[src/rtl/uart_frame_pkg.sv]
// rtl/uart_frame_pkg.sv - shared states and constants for the UART packet framer
package uart_frame_pkg;

  typedef enum logic [2:0] {
    ST_IDLE,
    ST_SOF,
    ST_LEN,
    ST_PAY,
    ST_CHK
  } frame_state_e;

  typedef enum logic [1:0] {
    SUB_ISSUE,
    SUB_ACK,
    SUB_DRAIN
  } byte_phase_e;

  localparam logic [7:0] SOF_BYTE_DEFAULT = 8'h7E;

endpackage

[src/rtl/uart_sync_fifo.sv]
// rtl/uart_sync_fifo.sv - first-word-fall-through synchronous FIFO with full/empty/count
module uart_sync_fifo #(
  parameter int WIDTH = 8,
  parameter int DEPTH = 16,
  localparam int AW = $clog2(DEPTH)
) (
  input  logic             clk,
  input  logic             rst,
  input  logic             wr_en_i,
  input  logic [WIDTH-1:0] wr_data_i,
  input  logic             rd_en_i,
  output logic [WIDTH-1:0] rd_data_o,
  output logic             full_o,
  output logic             empty_o,
  output logic [AW:0]      count_o
);

  localparam logic [AW:0] DEPTH_CNT = (AW+1)'(DEPTH);

  logic [WIDTH-1:0] mem_q [DEPTH];
  logic [AW-1:0]    wr_ptr_q;
  logic [AW-1:0]    rd_ptr_q;
  logic [AW:0]      count_q;
  logic             push;
  logic             pop;

  assign push      = wr_en_i && !full_o;
  assign pop       = rd_en_i && !empty_o;
  assign full_o    = (count_q == DEPTH_CNT);
  assign empty_o   = (count_q == '0);
  assign count_o   = count_q;
  assign rd_data_o = mem_q[rd_ptr_q];

  // Pointer and occupancy tracking; a simultaneous push and pop leaves the count unchanged.
  always_ff @(posedge clk or posedge rst) begin
    if (rst) begin
      wr_ptr_q <= '0;
      rd_ptr_q <= '0;
      count_q  <= '0;
    end else begin
      if (push) wr_ptr_q <= wr_ptr_q + 1'b1;
      if (pop)  rd_ptr_q <= rd_ptr_q + 1'b1;
      if (push && !pop)      count_q <= count_q + 1'b1;
      else if (pop && !push) count_q <= count_q - 1'b1;
    end
  end

  // Storage array; contents need no reset because the pointers define validity.
  always_ff @(posedge clk) begin
    if (push) mem_q[wr_ptr_q] <= wr_data_i;
  end

endmodule

[src/rtl/uart_tx_framer.sv]
// rtl/uart_tx_framer.sv - buffers payload and frames it as SOF, LEN, payload, CHK to a UART host
module uart_tx_framer
  import uart_frame_pkg::*;
#(
  parameter int DATA_BITS  = 8,
  parameter int FIFO_DEPTH = 16,
  parameter int LEN_DEPTH  = 4,
  parameter int MAX_LEN    = 16,
  parameter logic [DATA_BITS-1:0] SOF_BYTE = DATA_BITS'(SOF_BYTE_DEFAULT)
) (
  input  logic                 clk,
  input  logic                 rst,
  input  logic [DATA_BITS-1:0] in_data,
  input  logic                 in_valid,
  input  logic                 in_last,
  output logic                 in_ready,
  output logic [DATA_BITS-1:0] tx_data,
  output logic                 tx_start,
  input  logic                 tx_busy,
  output logic                 frame_done,
  output logic                 trunc_err,
  output logic                 framer_busy
);

  logic [DATA_BITS-1:0] wr_cnt_q;
  logic [DATA_BITS-1:0] cnt_plus;
  logic                 push;
  logic                 at_max;
  logic                 len_push;
  logic                 trunc_q;

  logic                 data_full, data_empty, data_pop;
  logic [DATA_BITS-1:0] data_head;
  logic [$clog2(FIFO_DEPTH):0] data_count;
  logic                 len_full, len_empty, len_pop;
  logic [DATA_BITS-1:0] len_head;
  logic [$clog2(LEN_DEPTH):0] len_count;
  logic                 unused_fifo_status;

  frame_state_e         state_q, state_d;
  byte_phase_e          sub_q, sub_d;
  logic [DATA_BITS-1:0] len_q, len_d;
  logic [DATA_BITS-1:0] pay_cnt_q, pay_cnt_d;
  logic [DATA_BITS-1:0] chk_q, chk_d;
  logic [DATA_BITS-1:0] tx_data_q, tx_data_d;
  logic                 frame_done_q, frame_done_d;

  assign in_ready  = !data_full && !len_full;
  assign push      = in_valid && in_ready;
  assign cnt_plus  = wr_cnt_q + 1'b1;
  assign at_max    = (cnt_plus == DATA_BITS'(MAX_LEN));
  assign len_push  = push && (in_last || at_max);
  assign unused_fifo_status = ^{data_empty, data_count, len_count};

  uart_sync_fifo #(.WIDTH(DATA_BITS), .DEPTH(FIFO_DEPTH)) u_data_fifo (
    .clk       (clk),
    .rst       (rst),
    .wr_en_i   (push),
    .wr_data_i (in_data),
    .rd_en_i   (data_pop),
    .rd_data_o (data_head),
    .full_o    (data_full),
    .empty_o   (data_empty),
    .count_o   (data_count)
  );

  uart_sync_fifo #(.WIDTH(DATA_BITS), .DEPTH(LEN_DEPTH)) u_len_fifo (
    .clk       (clk),
    .rst       (rst),
    .wr_en_i   (len_push),
    .wr_data_i (cnt_plus),
    .rd_en_i   (len_pop),
    .rd_data_o (len_head),
    .full_o    (len_full),
    .empty_o   (len_empty),
    .count_o   (len_count)
  );

  // Packet length counter; closes a packet on in_last or forcibly at MAX_LEN.
  always_ff @(posedge clk or posedge rst) begin
    if (rst) begin
      wr_cnt_q <= '0;
      trunc_q  <= 1'b0;
    end else begin
      trunc_q <= push && at_max && !in_last;
      if (len_push)  wr_cnt_q <= '0;
      else if (push) wr_cnt_q <= cnt_plus;
    end
  end

  // Frame state, byte phase and datapath registers.
  always_ff @(posedge clk or posedge rst) begin
    if (rst) begin
      state_q      <= ST_IDLE;
      sub_q        <= SUB_ISSUE;
      len_q        <= '0;
      pay_cnt_q    <= '0;
      chk_q        <= '0;
      tx_data_q    <= '0;
      frame_done_q <= 1'b0;
    end else begin
      state_q      <= state_d;
      sub_q        <= sub_d;
      len_q        <= len_d;
      pay_cnt_q    <= pay_cnt_d;
      chk_q        <= chk_d;
      tx_data_q    <= tx_data_d;
      frame_done_q <= frame_done_d;
    end
  end

  // Next byte is loaded into tx_data on entry to ISSUE so it is stable through ACK.
  always_comb begin
    state_d      = state_q;
    sub_d        = sub_q;
    len_d        = len_q;
    pay_cnt_d    = pay_cnt_q;
    chk_d        = chk_q;
    tx_data_d    = tx_data_q;
    frame_done_d = 1'b0;
    len_pop      = 1'b0;
    data_pop     = 1'b0;
    if (state_q == ST_IDLE) begin
      if (!len_empty && !tx_busy) begin
        len_pop   = 1'b1;
        len_d     = len_head;
        chk_d     = '0;
        pay_cnt_d = '0;
        state_d   = ST_SOF;
        sub_d     = SUB_ISSUE;
        tx_data_d = SOF_BYTE;
      end
    end else begin
      unique case (sub_q)
        SUB_ISSUE: sub_d = SUB_ACK;
        SUB_ACK: if (tx_busy) sub_d = SUB_DRAIN;
        SUB_DRAIN: begin
          if (!tx_busy) begin
            sub_d = SUB_ISSUE;
            unique case (state_q)
              ST_SOF: begin
                state_d   = ST_LEN;
                tx_data_d = len_q;
                chk_d     = len_q;
              end
              ST_LEN, ST_PAY: begin
                if (pay_cnt_q == len_q) begin
                  state_d   = ST_CHK;
                  tx_data_d = chk_q;
                end else begin
                  state_d   = ST_PAY;
                  data_pop  = 1'b1;
                  tx_data_d = data_head;
                  chk_d     = chk_q ^ data_head;
                  pay_cnt_d = pay_cnt_q + 1'b1;
                end
              end
              ST_CHK: begin
                state_d      = ST_IDLE;
                frame_done_d = 1'b1;
              end
              default: state_d = ST_IDLE;
            endcase
          end
        end
        default: sub_d = SUB_ISSUE;
      endcase
    end
  end

  assign tx_start    = (state_q != ST_IDLE) && (sub_q == SUB_ISSUE);
  assign tx_data     = tx_data_q;
  assign frame_done  = frame_done_q;
  assign trunc_err   = trunc_q;
  assign framer_busy = (state_q != ST_IDLE);

endmodule

[config.mk]
export PLATFORM = sky130hd
export DESIGN_NAME = uart_tx_framer
export DESIGN_NICKNAME = d
export VERILOG_FILES = /design/src/rtl/uart_frame_pkg.sv /design/src/rtl/uart_sync_fifo.sv /design/src/rtl/uart_tx_framer.sv
export SDC_FILE = /design/constraint.sdc
export NUM_CORES = 1
export LEC_CHECK = 0
export CAP_MARGIN = 15
export CORE_AREA = 8 8 177 179
export DETAILED_ROUTE_END_ITERATION = 12
export DIE_AREA = 0 0 185 187
export SETUP_SLACK_MARGIN = 0.1
export SLEW_MARGIN = 20
export SYNTH_ARGS = -nofsm -noshare
export SYNTH_HDL_FRONTEND = slang
export SYNTH_SLANG_ARGS = --single-unit
[constraint.sdc]
create_clock -name clk -period 2.6 [get_ports clk]
set_input_delay 0.52 -clock clk [delete_from_list [all_inputs] [get_ports clk]]
set_output_delay 0.52 -clock clk [all_outputs]
set_load 0.05 [all_outputs]
-- Word level (Yosys, flattened, before mapping)
Memories as Yosys holds them, arrays and structs flattened. A register that Yosys moved wholly into a read port is not among the register bits.
Index checks and enable logic that the tools add are counted.
- register bits: 59
- RAM bits: 160
- bits of input ports: 13
- output and inout port bits: 13
- logic and storage cells: 136
- memories: 2
- add/sub/neg operators: 10
- equality and inequality tests: 16
- mux-type cells: 49
- bitwise logic cells: 1
- reduce and logical (&&, ||, !) cells: 44
- memory list (name ; words ; bits a word ; read ports ; clocked after memory_dff ; wr ports ; line ; RTL):
    u_data_fifo.mem_q ; 16 ; 8 ; 1 ; 0 ; 1 ; uart_sync_fifo.sv:20 ; logic [WIDTH-1:0] mem_q [DEPTH];
    u_len_fifo.mem_q ; 4 ; 8 ; 1 ; 1 ; 1 ; uart_sync_fifo.sv:20 ;
- operators with widths (kind ; count):
    two-way mux 8 bit ; 17
    one-hot mux 8 bit (2 select lines) ; 2
    two-way mux 3 bit ; 7
    adder 8 x 1 -> 8 bit (second input constant) ; 2
    logical AND 1 bit ; 15
    two-way mux 1 bit ; 15
    zero test 1 bit ; 10
    two-way mux 5 bit ; 2
    AND reduction 5 bit ; 2
    nonzero test 2 bit ; 5
    != test 3 bit (second input constant) ; 3
    adder 4 x 1 -> 4 bit (second input constant) ; 2
    == test 8 x 5 -> 1 bit (second input constant) ; 1
    == test 8 bit ; 1
    two-way mux 2 bit ; 4
    XOR 8 bit ; 1
    == test 3 x 2 -> 1 bit (second input constant) ; 2
    == test 3 bit (second input constant) ; 2
    zero test 3 bit ; 2
    one-hot mux 2 bit (3 select lines) ; 1
    one-hot mux 3 bit (2 select lines) ; 1
    AND reduction 3 bit ; 2
    nonzero test 3 bit ; 2
    adder 5 x 1 -> 5 bit (second input constant) ; 1
    other kinds (16) ; 18

-- Depth between registers and ports, before layout
Gate-level depths: netlist of the first run.
- depth after elaboration: 10
- depth in mapped cells: 13
- gate-level depth less buffers: 12

-- Cells and area by module
A second synthesis of the first run with hierarchy kept.
- cell total of the unflattened synthesis: 662
- area total of the unflattened synthesis: 9939.5 um2
- modules (own cells, without submodules) (module ; instances ; cells each ; area an instance (um2) ; sequential area each (um2)):
    uart_sync_fifo (u_data_fifo) ; 1 ; 323 ; 5774.3 ; 4169.0
    uart_tx_framer ; 1 ; 261 ; 2572.5 ; 1176.1
    uart_sync_fifo (u_len_fifo) ; 1 ; 78 ; 1592.8 ; 1136.1

-- Worst setup path before layout of the first run
Ideal clock, no wire load.
- path type: register to register
- start point: reg u_len_fifo.count_q[0] (netlist: u_len_fifo.count_o[0])
- end point: reg u_data_fifo.count_q[4] (netlist: u_data_fifo.count_o[4])
- setup time: 0.123 ns
- arrival time: 3.218 ns
- data required time: 2.477 ns
- path slack: -0.740 ns
- stages on the path, launching flop included: 14
- path buffers: 1
- clock period less this slack: 3.340 ns
- cells stage by stage: dfrtp_1 nor2_1 a22oi_1 nand2_1 inv_1 clkbuf_1 ha_1 inv_1 fa_1 a21o_1 a21oi_1 xnor2_1 nor2_1 xnor2_1
- cells in the longest elaborated chain, start to end: 8
- elaborated cells between the ends (all ways): 10
- those cells by class: 1 x eq/ne; 1 x mux; 8 x reduce/logical
- RTL lines (item ; line ; RTL):
    from (decl) ; uart_sync_fifo.sv:23 ; logic [AW:0] count_q;
    from (signal assigned) ; uart_sync_fifo.sv:43 ; if (push && !pop) count_q <= count_q + 1'b1;
    from (signal assigned) ; uart_sync_fifo.sv:44 ; else if (pop && !push) count_q <= count_q - 1'b1;
    == test 3 bit (*) ; uart_sync_fifo.sv:29 ; assign full_o = (count_q == DEPTH_CNT);
    zero test 1 bit (*) ; uart_tx_framer.sv:48 ; assign in_ready = !data_full && !len_full;
    logical AND 1 bit (*) ; uart_tx_framer.sv:48 ;
    named net in_ready ; uart_tx_framer.sv:16 ; output logic in_ready,
    logical AND 1 bit (*) ; uart_tx_framer.sv:49 ; assign push = in_valid && in_ready;
    logical AND 1 bit (*) ; uart_sync_fifo.sv:27 ; assign push = wr_en_i && !full_o;
    named net u_data_fifo.push ; uart_sync_fifo.sv:24 ; logic push;
    zero test 1 bit ; uart_sync_fifo.sv:44 ;
    logical AND 1 bit ; uart_sync_fifo.sv:44 ;
    nonzero test 2 bit (no line) ; - ;
    to (signal assigned) ; uart_sync_fifo.sv:43 ;
    to (signal assigned) ; uart_sync_fifo.sv:44 ;
    to (decl) ; uart_sync_fifo.sv:23 ;
Mark *: on every way through the listed nets, which the timed path passes. The rest lies on a longest branch.
A chain may end at the register's enable or synchronous reset.

-- Worst setup path after layout of the first run
- start point: in tx_busy
- end point: reg u_data_fifo.count_q[4] (netlist: u_data_fifo.count_o[4])
- cells in the longest elaborated chain, start to end: 7
- elaborated cells between the ends (all ways): 9
- those cells by class: 4 x mux; 5 x reduce/logical
- RTL lines (item ; line ; RTL):
    from (decl) ; uart_tx_framer.sv:19 ; input logic tx_busy,
    two-way mux 1 bit (*) ; uart_tx_framer.sv:138 ; if (!tx_busy) begin
    two-way mux 1 bit (*) ; uart_tx_framer.sv:134 ; unique case (sub_q)
    two-way mux 1 bit (*) ; uart_tx_framer.sv:123 ; if (state_q == ST_IDLE) begin
    logical AND 1 bit (*) ; uart_sync_fifo.sv:28 ; assign pop = rd_en_i && !empty_o;
    zero test 1 bit ; uart_sync_fifo.sv:43 ;
    logical AND 1 bit ; uart_sync_fifo.sv:43 ;
    two-way mux 5 bit / nonzero test 2 bit (equally long branches) ; - ;
Every way passes the cells marked *; elsewhere a longest branch is shown, timed or not.

==> impl_metrics.tcl, run 1 <==
set metrics [dict create \
    grt_pass1_vias 5877 \
    hold_class "input pin to async pin" \
    synth_fp_nets 682 \
    worst_pin_slew_ps 601 \
    synth_top_area_frac 0.487 \
    antenna_found_initial 0 \
    synth_ff_type "edfxtp_1" \
    crit_fanout 4 \
    drc 0 \
    clkSinkCount 227 \
    clkTransAtPathRegs_ps 60 \
    cts_buffer_depth 3 \
    rsz0062_at_grt "true" \
    utilization 0.424 \
    synth_area_leader_cell "edfxtp_1" \
    synth_common_cells "edfxtp_1, nand2_1, dfrtp_1, mux4_2, nor2_1" \
    clkLatencyLatePin_ps 520 \
    drt_iter0_drc 464 \
    place.gp.congestion 0.794 \
    core_um2 28400 \
    critical_path_required_ps 3000 \
    avgSynthCellArea_um2 15.1 \
    synth_edf_count 160 \
    cts_tree "done" \
    wirelength_um 20600 \
    setup_viol 0 \
    grt.total_usage 0.120 \
    diodes 0 \
    startpoint_type "input pin" \
    vias 5751 \
    synth_area_leaders "edfxtp_1, dfrtp_1, mux4_2" \
    seq_area_um2 6490 \
    drt-vias-per-instance 4.97 \
    grt_max_degree 68 \
    numPortBuffers 25 \
    grt_overflow 0 \
    p_leak_nw 4.38 \
    drt_first_pass_iters 5 \
    peakVddDrop_uv 431 \
    ios 26 \
    dp_hpwl_um 13700 \
    drt-wirelength-per-cell_um 17.8 \
    rows 62 \
    area_growth_syn_to_layout_pct 22.1 \
    fill_cells 2570 \
    max_freq_mhz 404 \
    slew_headroom 0.598 \
    yosysMostFrequentCell "edfxtp_1" \
    ant_nets 0 \
    min_period_ps 2470 \
    root_buffer "clkbuf_16" \
    start_util 0.347 \
    die_w_um 185 \
    maxCapViolCount 0 \
    hold_viol 0 \
    timing.final.crit_share 0.951 \
    final_max_slew_viol_count 0 \
    synth_seq_area_share 0.658 \
    critical_path_class "input pin to flip-flop" \
    crit_arrival_ps 2870 \
    drive_gt1_frac 0.256 \
    syn_area_um2 9860 \
    tns_ps 0 \
    postSynthCellCount 651 \
    critPathCaptureType "flip-flop" \
    ys_warn_count 0 \
    async_reset_ff_frac 0.295 \
    yosysUniqueCellTypes 54 \
    nets 786 \
    skew_ps 21.9 \
    die_h_um 187 \
    htreeDepth 1 \
    die_area_um2 34600 \
    multiInputGateArea_um2 3300 \
    ys_ff_latch 227 \
    outcome "completed" \
    powerDensity_nw_per_um2 1070 \
    numCtsBuffers 24 \
    power_mw 12.8 \
    grt_pass1_wl_um 33000 \
]
-- placed cells by master, fill, tap and decap left out, types with 6 or more instances in the layout --
master	Yosys	routed
edfxtp_1	160	160
buf_4	0	78
nand2_1	68	67
dfrtp_1	67	63
mux4_2	40	40
nor2_1	33	32
mux2i_1	32	32
clkbuf_16	0	25
xnor2_1	25	22
clkdlybuf4s50_1	0	22
a21oi_1	19	17
o21ai_0	17	16
inv_1	18	13
ha_1	16	13
and3_1	10	10
nor3_1	12	9
nand2b_1	8	8
nand4_1	8	8
a221oi_1	8	8
a22o_1	8	8
o31ai_1	7	7
nand3_1	6	6
a221o_1	6	6
and2_1	6	6
clkbuf_1	16	6
buf_12	0	6
-- flip-flops by register name, indices dropped and copies added, names as in the netlist --
register and count:
chk_q 8, frame_done 1, len_q 8, pay_cnt_q 8
state_q 3, sub_q 2, trunc_err 1, tx_data 8
u_data_fifo.count_o 5, u_data_fifo.mem_q 128, u_data_fifo.rd_ptr_q 4, u_data_fifo.wr_ptr_q 4
u_len_fifo.count_o 3, u_len_fifo.mem_q 32, u_len_fifo.rd_ptr_q 2, u_len_fifo.wr_ptr_q 2
wr_cnt_q 8
-- through the flow --
step / hold WS (ps) / area [um^2] / std cells / setup slack [ps]
CTS: 401 / 12000 / 1152 / 110
detailed placement: 518 / 11200 / 1108 / -402
floorplan: 479 / 9960 / 651 / -54.5
global placement: 508 / 11200 / 1108 / -357
finish: 383 / 12000 / 1157 / 126
global route: 418 / 12000 / 1157 / 17.3
-- repair_timing --
item	4_1_cts	5_1_grt
gates cloned	0	0
pin swaps	1	8
setup buffers	0	5
hold buffers	0	0
resized for setup	1	9
setup endpoints to repair	2	5
-- area by class of cell --
cell class                 count  share of cell area
multi-input combinational    377               0.274
inverter                      18             0.00582
sequential                   227               0.539
tap                          384              0.0399
clock buffer                  33              0.0562
timing repair buffer         107              0.0777
clock inverter                11             0.00697
-- logic make-up after synthesis --
logic type	count (synthesis)	synth area share
AO/OA/AOI/OAI	87	0.0637
XOR/XNOR	30	0.0267
adder cells (fa/ha/maj)	18	0.0244
buffers and inverters	47	0.0187
flip-flops	227	0.658
multiplexers	77	0.130
AND/OR/NAND/NOR	165	0.0795
-- where the power goes --
group | total (mW) | internal [mW] | switching [mW]
logic | 4.44 | 2.06 | 2.38
clock network | 3.28 | 1.92 | 1.36
registers | 5.11 | 4.57 | 0.542
-- path summary, 6_finish.rpt --
check	startpoint	to	slack, ps	cells past startpoint
worst max register to register	sub_q[1]	u_data_fifo.count_o[4]	150	12
worst min-delay path	rst	wr_cnt_q[4]	380	3
min in group clk	u_len_fifo.count_o[0]	u_len_fifo.count_o[0]	520	1
worst min register to register	u_len_fifo.count_o[0]	u_len_fifo.count_o[0]	520	1
worst max-delay path	tx_busy	u_data_fifo.count_o[4]	130	13
max in group asynchronous	rst	u_data_fifo.count_o[0]	1870	3
-- worst max-delay path, stage by stage --
cell             delay, ps
clkdlybuf4s50_1        430
or3b_4                 390
a211oi_2               170
o2111a_2               260
inv_2                   50
ha_4                   160
inv_4                   80
ha_4                   200
a21o_1                 180
a21oi_2                120
xnor2_1                120
nor2_1                  60
xnor2_1                120
-- layer usage --
layer  GRT usage  vias to the layer above  wire length (um)
met5           0                        -                 0
met4      0.0286                        0               289
met3      0.0198                       23               873
met2       0.195                      101             10100
met1       0.164                     2922              9380
li1            -                     2705                 -
No activity file was read; power rests on OpenSTA's default activity.
==> run 2, diff against run 1 <==
- CORE_AREA: 8 8 177 179 -> 8 8 192 194
- DIE_AREA: 0 0 185 187 -> 0 0 200 202
- SYNTH_HIERARCHICAL: not set -> 1
- clock period: 2.6 -> 2.7 ns (I/O delays scaled with it)
==> run 2 against run 1 <==
Compared with the run above:
- largest power group unchanged
- global-route usage is 1.2 points lower
- utilization is 6.1 points lower
- die area is 17% higher
- non-clock buffer count is 26 higher
- critical path depth is 1 higher
- count of clock-buffer cells in the layout is 1 lower
- synthesized cell count is 1.5% higher
- setup slack worse by 45 ps
==> impl_metrics.tcl, run 2 <==
set metrics [dict create \
    outcome "completed" \
    core_um2 33900 \
    drt-wirelength-per-cell_um 17.1 \
    crit_family "compound AO/OA/AOI/OAI gates" \
    drt-vias-per-instance 4.60 \
    rows 68 \
    reg_top3 "u_data_fifo/mem_q x128, u_len_fifo/mem_q x32" \
    ys_warn_count 6 \
    critPathCaptureType "flip-flop" \
    rsz0062_at_grt "true" \
    crit_arrival_ps 3060 \
    cts_tree "done" \
    place.gp.congestion 0.781 \
    worst_pin_slew_ps 658 \
    cts_buffer_depth 3 \
    startpoint_type "flip-flop" \
    hold_class "input pin to async pin" \
    htreeDepth 1 \
    drc 0 \
    p_leak_nw 4.55 \
    die_w_um 200 \
    largest_register_ffs 128 \
    drt_iter0_drc 323 \
    critical_path_class "flip-flop to flip-flop" \
    powerDensity_nw_per_um2 1020 \
    ant_nets 0 \
    hold_buffers 0 \
    clkTransAtPathRegs_ps 60 \
    utilization 0.363 \
    final_max_slew_viol_count 0 \
    skew_ps 18.4 \
    layout_commonest_cell "edfxtp_1" \
    numCtsBuffers 24 \
    antenna_found_initial 0 \
    tns_ps 0 \
    diodes 0 \
    die_area_um2 40400 \
    drive_gt1_frac 0.296 \
    peakVddDrop_uv 435 \
    max_freq_mhz 382 \
    setup_viol 0 \
    dp_hpwl_um 14400 \
    min_period_ps 2620 \
    grt_overflow 0 \
    crit_chain "xnor2_1, nand4_1, o21ai_2, inv_2, o21a_1, inv_2, ha_4, inv_4, buf_6, fa_2, a21o_1, a21oi_2, mux2i_1, xnor2_1" \
    grt_max_degree 48 \
    area_growth_syn_to_layout_pct 23.9 \
    root_buffer "clkbuf_16" \
    synth_fp_nets 693 \
    fill_cells 3199 \
    crit_slowest_cell "dfrtp_1" \
    path_buf_inv 4 \
    syn_area_um2 9940 \
    numPortBuffers 25 \
    layout_common_cells "edfxtp_1, buf_4, dfrtp_1, mux2i_1, nor2_1" \
    clkSinkCount 227 \
    crit_path_max_incr_delay_ps 400 \
    nets 822 \
    avgSynthCellArea_um2 15.0 \
    drt_first_pass_iters 4 \
    clkLatencyLatePin_ps 520 \
    slew_headroom 0.561 \
    critical_path_required_ps 3140 \
    grt_pass1_wl_um 34500 \
    top_register "u_data_fifo/mem_q" \
    start_util 0.293 \
    fin_area_um2 12300 \
    timing.final.crit_share 0.970 \
    grt_pass1_vias 6150 \
    vias 5810 \
    ios 26 \
    wirelength_um 21600 \
    place_area_um2 11400 \
    grt.total_usage 0.108 \
    postSynthCellCount 661 \
    crit_fanout 4 \
    die_h_um 202 \
    hold_viol 0 \
    maxCapViolCount 0 \
]
-- run 2: timing repair --
item,CTS,global route
gates resized for setup,11,14
buffers inserted,10,9
setup endpoints to repair,8,41
pin swaps,14,21
-- run 2: worst register-to-register path, delay by kind of cell (launching register included) --
kind	cells	cell delay, ps
xor gates and xnor gates	2	310
muxes	1	240
DFF	1	400
and+or+nand+nor	1	160
AOI/OAI and AO/OA	4	660
buffers and inverters	4	310
adders and majority gates	2	480
-- run 2: worst paths after layout --
check | start | to | slack, ps | cells after the start
worst max-delay path | pay_cnt_q[5] | u_data_fifo/count_o[4] | 80 | 14
worst min-delay path | rst | u_len_fifo/wr_ptr_q[1] | 380 | 2
worst max register to register | pay_cnt_q[5] | u_data_fifo/count_o[4] | 80 | 14
worst min register to register | u_len_fifo/count_o[2] | u_len_fifo/count_o[2] | 500 | 1
max in group asynchronous | rst | wr_cnt_q[2] | 1620 | 3
min in group clk | tx_busy | sub_q[1] | 450 | 4
-- run 2: power breakdown --
part / internal, mW / total (mW) / switching (mW)
Clock: 1.71 / 3.05 / 1.34
Sequential: 4.42 / 4.95 / 0.525
Combinational: 2.20 / 4.59 / 2.39
-- run 2: stage by stage --
stage | hold slack [ps] | std cells | worst slack, ps | power (mW)
3_3_place_gp | 481 | 1200 | -464 | 9.38
6_report | 378 | 1263 | 81.7 | 12.6
3_5_place_dp | 494 | 1200 | -509 | 9.48
4_1_cts | 385 | 1254 | 35.8 | 12.7
2_1_floorplan | 343 | 661 | -142 | 7.95
5_1_grt | 400 | 1263 | -97.3 | 13.3
-- run 2: area by class of cell --
type                       instances  area, um^2  share of cell area
clock buffer                      32         652              0.0529
clock inverter                    12        78.8             0.00640
inverter                          19        76.3             0.00620
multi-input combinational        385        3370               0.274
sequential                       227        6490               0.527
tap                              455         569              0.0462
timing repair buffer             133        1080              0.0874
-- run 2: per-layer routing --
metal | routed length, um | share of wire | vias up | track usage
li1 | - | - | 2780 | -
met1 | 9440 | 0.44 | 2903 | 0.138
met2 | 10900 | 0.50 | 96 | 0.185
met3 | 766 | 0.035 | 31 | 0.0153
met4 | 494 | 0.023 | 0 | 0.0347
met5 | 0 | 0 | - | 0
